### src/rtl/sdram_arbiter.sv
// Two-requester arbiter in front of a single-outstanding SDRAM controller port.
// Latches one request, waits for completion or timeout, then pulses ready to the winner.
module sdram_arbiter #(
    parameter int unsigned TIMEOUT_CYCLES = 1023,
    parameter bit          FIXED_PRIO     = 1'b0
) (
    input  logic        clk,
    input  logic        rst,

    input  logic        m0_valid_i,
    input  logic [31:0] m0_addr_i,
    input  logic [31:0] m0_wdata_i,
    input  logic [3:0]  m0_wstrb_i,
    output logic        m0_ready_o,
    output logic [31:0] m0_rdata_o,
    output logic        m0_fault_o,

    input  logic        m1_valid_i,
    input  logic [31:0] m1_addr_i,
    input  logic [31:0] m1_wdata_i,
    input  logic [3:0]  m1_wstrb_i,
    output logic        m1_ready_o,
    output logic [31:0] m1_rdata_o,
    output logic        m1_fault_o,

    output logic        s_valid_o,
    output logic [31:0] s_addr_o,
    output logic [31:0] s_wdata_o,
    output logic [3:0]  s_wstrb_o,
    input  logic        s_ready_i,
    input  logic [31:0] s_rdata_i
);

    localparam logic [1:0] IDLE = 2'd0;
    localparam logic [1:0] BUSY = 2'd1;
    localparam logic [1:0] DONE = 2'd2;

    localparam logic [15:0] CNT_LIMIT = 16'(TIMEOUT_CYCLES - 1);
    localparam logic [15:0] CNT_MAX   = 16'hFFFF;

    logic [1:0]  state_q,     state_d;
    logic        grant_q,     grant_d;
    logic        lastGrant_q, lastGrant_d;
    logic [15:0] cnt_q,       cnt_d;
    logic [31:0] sAddr_q,     sAddr_d;
    logic [31:0] sWdata_q,    sWdata_d;
    logic [3:0]  sWstrb_q,    sWstrb_d;
    logic [31:0] ret_q,       ret_d;
    logic        fault_q,     fault_d;

    logic        anyValid;
    logic        grantSel;

    assign anyValid = m0_valid_i | m1_valid_i;

    // Grant index: 0 = m0, 1 = m1. A tie goes to whoever did not win last time.
    always_comb begin
        grantSel = 1'b0;
        if (m0_valid_i && m1_valid_i) begin
            grantSel = FIXED_PRIO ? 1'b0 : ~lastGrant_q;
        end else if (m1_valid_i) begin
            grantSel = 1'b1;
        end
    end

    always_comb begin
        state_d     = state_q;
        grant_d     = grant_q;
        lastGrant_d = lastGrant_q;
        cnt_d       = cnt_q;
        sAddr_d     = sAddr_q;
        sWdata_d    = sWdata_q;
        sWstrb_d    = sWstrb_q;
        ret_d       = ret_q;
        fault_d     = fault_q;

        case (state_q)
            IDLE: begin
                if (anyValid) begin
                    state_d     = BUSY;
                    grant_d     = grantSel;
                    lastGrant_d = grantSel;
                    cnt_d       = 16'd0;
                    sAddr_d     = grantSel ? m1_addr_i  : m0_addr_i;
                    sWdata_d    = grantSel ? m1_wdata_i : m0_wdata_i;
                    sWstrb_d    = grantSel ? m1_wstrb_i : m0_wstrb_i;
                end
            end
            BUSY: begin
                cnt_d = (cnt_q != CNT_MAX) ? cnt_q + 16'd1 : cnt_q;
                // A completion arriving on the timeout cycle still counts as a good access.
                if (s_ready_i) begin
                    state_d = DONE;
                    ret_d   = s_rdata_i;
                    fault_d = 1'b0;
                end else if (cnt_q == CNT_LIMIT) begin
                    state_d = DONE;
                    ret_d   = 32'hFFFF_FFFF;
                    fault_d = 1'b1;
                end
            end
            DONE: begin
                state_d = IDLE;
            end
            default: begin
                state_d = IDLE;
            end
        endcase
    end

    always_ff @(posedge clk or posedge rst) begin
        if (rst) begin
            state_q     <= IDLE;
            grant_q     <= 1'b0;
            lastGrant_q <= 1'b1;
            cnt_q       <= 16'd0;
            sAddr_q     <= 32'd0;
            sWdata_q    <= 32'd0;
            sWstrb_q    <= 4'd0;
            ret_q       <= 32'd0;
            fault_q     <= 1'b0;
        end else begin
            state_q     <= state_d;
            grant_q     <= grant_d;
            lastGrant_q <= lastGrant_d;
            cnt_q       <= cnt_d;
            sAddr_q     <= sAddr_d;
            sWdata_q    <= sWdata_d;
            sWstrb_q    <= sWstrb_d;
            ret_q       <= ret_d;
            fault_q     <= fault_d;
        end
    end

    // Outputs decode straight from registered state, so reset clears them without a clock.
    assign s_valid_o  = (state_q == BUSY);
    assign s_addr_o   = sAddr_q;
    assign s_wdata_o  = sWdata_q;
    assign s_wstrb_o  = sWstrb_q;

    assign m0_ready_o = (state_q == DONE) && !grant_q;
    assign m1_ready_o = (state_q == DONE) &&  grant_q;
    assign m0_rdata_o = m0_ready_o ? ret_q : 32'd0;
    assign m1_rdata_o = m1_ready_o ? ret_q : 32'd0;
    assign m0_fault_o = m0_ready_o & fault_q;
    assign m1_fault_o = m1_ready_o & fault_q;

endmodule

### config.mk
export PLATFORM = sky130hd
export DESIGN_NAME = sdram_arbiter
export DESIGN_NICKNAME = d
export VERILOG_FILES = /design/src/rtl/sdram_arbiter.sv
export SDC_FILE = /design/constraint.sdc
export NUM_CORES = 1
export LEC_CHECK = 0
export CORE_MARGIN = 2
export CORE_UTILIZATION = 40
export DETAILED_ROUTE_END_ITERATION = 8
export PLACE_DENSITY = 0.89
export SETUP_SLACK_MARGIN = 0.05
export SYNTH_ARGS = -nofsm -noshare
export SYNTH_HDL_FRONTEND = slang
export SYNTH_SLANG_ARGS = --single-unit
### constraint.sdc
create_clock -name clk -period 5.4 [get_ports clk]
set_input_delay 1.62 -clock clk [delete_from_list [all_inputs] [get_ports clk]]
set_output_delay 1.62 -clock clk [all_outputs]
set_load 0.01 [all_outputs]
# == After elaboration in Yosys (flattened, before gate mapping) ==
# Index checks and enable logic that the tools add are counted.
# word_totals
regBits,121
latchBits,0
ramBits,0
romBits,0
in_bits,173
out_inout_bits,137
wordCells,50
memories,0
# classes
addsub,1
multipliers,0
div_mod_pow,0
n_lt_le_gt_ge,0
eq_ne,7
shifts,0
muxes,18
n_bitwise,4
n_reduce_logical,11
# ops
op,n
$mux 32,6
$mux 16,2
$pmux 16 s2,1
$add 16x1->16 const B,1
$eq 16x10->1 const B,1
$ne 16x16->1 const B,1
$mux 2,3
$reduce_and 2->1,3
$mux 1,4
$mux 4,1
$pmux 2 s2,1
$reduce_bool 2->1,2
$logic_and 1x1->1,3
$ne 3x1->1 const B,1
$reduce_and 3->1,1
$and 1x1->1,2
$eq 2x1->1 const B,1
$eq 2x2->1 const B,1
$logic_not 2->1,1
$ne 2x1->1 const B,1
$ne 2x2->1 const B,1
$logic_not 1->1,1
$not 1->1,1
$or 1x1->1,1

# == Logic depth before layout (Yosys ltp) ==
# logic_depth
depth_word,4
mapped_depth,7
mapped_depth_nobuf,6

# == Least setup slack after synthesis ==
# Ideal clock, no wire load.
# synth_timing
path_type,reg-to-output
start,register state_q[0]
end,output m0_rdata_o[22]
arrival_time_ns,1.293
required_time_ns,3.780
path_slack_ns,2.487
stages_incl_launch_ff,4
path_buffers,1
cell_sequence,dfrtp_1 nor3b_1 clkbuf_1 and2_1
# synth_via
elab_chain_cells,3
# synth_lines
element,line,rtl
from (decl),41,"logic [1:0] state_q, state_d;"
from (signal assigned),123,state_q <= state_d;
$eq 2x2->1,141,assign m0_ready_o = (state_q == DONE) && !grant_q;
$logic_and 1x1->1,141,
named net m0_ready_o,14,"output logic m0_ready_o,"
$mux 32,143,assign m0_rdata_o = m0_ready_o ? ret_q : 32'd0;
to (decl),15,"output logic [31:0] m0_rdata_o,"
# The timed path passes the listed nets, and every way through them passes these cells.

# == Worst setup path after layout ==
# layout_timing
start,register state_q[0]
end,output m1_rdata_o[18]
# layout_via
elab_chain_cells,3
# layout_lines
element,line,rtl
$eq 2x2->1,142,assign m1_ready_o = (state_q == DONE) && grant_q;
$logic_and 1x1->1,142,
$mux 32,144,assign m1_rdata_o = m1_ready_o ? ret_q : 32'd0;
to (decl),23,"output logic [31:0] m1_rdata_o,"
# Every way passes these cells.

==> flow_summary.json <==
{
  "setup_violations": 0,
  "routed_via_density": 5.154,
  "overflow": 0,
  "std_cell_rows": 44,
  "dp_hpwl_um": 13470,
  "syn_area_sq_mm": 0.005931,
  "worstPathArrival_ns": 2.46,
  "peakVddDrop_uv": 293.7,
  "die-area_sq_mm": 0.01582,
  "drv_cap": 0,
  "gp_congestion": 0.8482,
  "tritoncts": "yes",
  "clkSinkCount": 121,
  "num_vias": 5463,
  "htreeDepth": 4,
  "p_sw_w": 0.001536,
  "first_iter_violations": 136,
  "final_common_cell": "clkdlybuf4s50_1",
  "power.total_w": 0.004501,
  "start_kind": "register",
  "final_cell_mix": "309 x clkdlybuf4s50_1, 120 x dfrtp_1, 75 x nand2_1",
  "die_y_um": 125.8,
  "track_usage_pct": 22.85,
  "yosysWarningCount": 0,
  "multiInputGateArea_sq_mm": 0.002688,
  "final_period_minus_worst_setup_slack_ns": 4.077,
  "numPortBuffers": 309,
  "ys_ff_latch": 121,
  "layout_setup_ws_ns": 1.323,
  "postSynthAreaPerCell_sq_um": 10.42,
  "critical_path_required_ns": 3.78,
  "routed_wirelength_um": 17980,
  "grt_pass1_wl_um": 28230,
  "first_pass_iters": 5,
  "cts_buffers": 17,
  "ant_nets": 0,
  "grt_start_max_net_pins": 136,
  "p_per_area_mw_per_mm2": 463.3,
  "num-fill-cells": 1133,
  "synth_top_area_share_pct": 50.63,
  "dp_cells": 1030,
  "drcViolationCount": 0,
  "synth-async-reset-ratio_pct": 100.0,
  "swShare_pct": 34.13,
  "slew_headroom_pct": 19.95,
  "n_antenna_cell": 0,
  "crit_fanout": 34,
  "finalHoldViolations": 0,
  "cts-resized-gates": 0,
  "tightest_slew_ns": 1.201,
  "clkLatencyLatePin_ns": 0.41,
  "pre_cts_ws_ns": 1.596,
  "path_clk_slew_ns": 0.05,
  "die_w_um": 125.8,
  "fin_nets": 1040,
  "period_share_pct": 75.50,
  "fmax_ghz": 0.2453,
  "root_buffer": "clkbuf_16",
  "synth_edf_count": 0,
  "start_util_pct": 40.81,
  "seqCellArea_sq_mm": 0.003029,
  "ios": 310,
  "outcome": "finished, final reports clean",
  "antenna_found_initial": 0,
  "post_cts_buffers": 0,
  "p_int_w": 0.002965,
  "grt_pass1_vias": 5381,
  "area_growth_pct": 63.80,
  "holdCritPathClass": "reg -> reg",
  "clock_power_share_pct": 22.9,
  "yosysSeqAreaShare_pct": 51.08,
  "synth_area_leader_cell": "dfrtp_1",
  "synth-main-ff-cell": "dfrtp_1",
  "clockBufferDepth": 2,
  "ys_types": 45,
  "core_area_sq_mm": 0.01453,
  "instances_no_fill": 1060,
  "synth_area_leaders": "dfrtp_1 51%, mux2i_1 12%, and2_1 7.2%, o21ai_0 6.0%, nand2_1 4.7%",
  "p_leak_nw": 4.032,
  "combPwrFrac_pct": 42.3,
  "cts-hold-fix-buffers": 0,
  "fin_util_pct": 66.84,
  "path_class": "reg -> out",
  "seqPwrFrac_pct": 34.8,
  "fin_skew_ns": 0.007201,
  "syn_inst": 569,
  "rsz0062_at_grt": "false",
  "slew_viol_final": 0,
  "end_kind": "primary output",
  "drive_above_1_share_pct": 5.479,
  "wl_per_cell_um": 16.96,
  "synthesis.nets": 744,
  "tns_ns": 0
}
synth_stat cells (2+ instances only):
master and n:
and4_1 3, inv_1 10, nand4_1 8, o31ai_1 2, o21a_1 6, buf_2 11, a2bb2oi_1 7, dfrtp_1 120
o22a_1 32, a21oi_1 5, ha_1 2, o21ai_0 71, nor4_1 3, nor4b_1 2, nor3_1 4, nand3_1 4
clkbuf_1 22, and3_1 2, nor3b_1 5, o211ai_2 3, buf_6 3, buf_4 2, mux2i_1 69, nand2_1 75
and2_1 68, nor2_1 5, o211ai_1 2, a21boi_0 3, a31oi_1 4
area by class of cell:
type	count	area share (%)
clock inverters	2	0.1030
well taps	184	2.370
clock buffers	28	5.422
flip-flops and latches	121	31.18
inverters	10	0.4122
repair buffers	317	32.84
multi-input cells	398	27.67
path summary, 6_finish.rpt:
path                            cells after the start             end           from  slack [ns]
worst max-delay path                                3  m1_rdata_o[18]     state_q[0]        1.32
worst min-delay path                                2   s_wdata_o[20]  s_wdata_o[20]        0.47
worst max register to register                      4       ret_q[26]     state_q[0]        2.72
worst min register to register                      2   s_wdata_o[20]  s_wdata_o[20]        0.47
max in group asynchronous                           3       ret_q[28]            rst        2.71
min in group asynchronous                           2       ret_q[13]            rst        1.73
logic make-up (layout without fill, tap and decap cells):
logic type	after synthesis	in the layout	share of synthesized area, %
buf+inv	50	357	4.072
compound gates	141	141	15.82
fa+ha+maj	2	2	0.4219
flops	121	121	51.08
simple gates	185	185	16.71
mux	70	70	11.90
power groups by stage:
stage / logic, W / clock network (W) / registers (W)
after global placement: 0.00187 / 0 / 0.00155
after CTS: 0.00193 / 0.00105 / 0.00157
final: 0.00190 / 0.00103 / 0.00157
after detailed placement: 0.00192 / 0 / 0.00157
after global routing: 0.00206 / 0.00109 / 0.00162
after floorplan: 0.000831 / 0 / 0.00164
through the flow:
step           hold slack, ns  instance area [sq um]
3_3_place_gp           0.4609                   9178
5_1_grt                0.4997                   9714
4_1_cts                0.4798                   9714
2_1_floorplan          0.4656                   5931
6_report               0.4748                   9714
3_5_place_dp           0.4690                   9178
routing by layer:
metal | part of all wire [%] | vias to the layer above | track usage, %
li1 | - | 2611 | -
met1 | 39 | 2559 | 26.40
met2 | 50 | 254 | 39.27
met3 | 7.4 | 39 | 6.457
met4 | 4.0 | 0 | 10.92
met5 | 0 | - | 0
state kept, by name, indices dropped and copies added (netlist names):
signal,count
cnt_q,16
lastGrant_q,1
state_q,2
s_wstrb_o,4
grant_q,1
fault_q,1
s_addr_o,32
ret_q,32
s_wdata_o,32
worst max-delay path, stage by stage (launching register included):
cell,delay [ns]
dfrtp_1,0.40
and3b_1,0.79
and2_1,0.29
clkdlybuf4s50_1,0.55
Note: power is estimated with default switching activity, not from simulation.
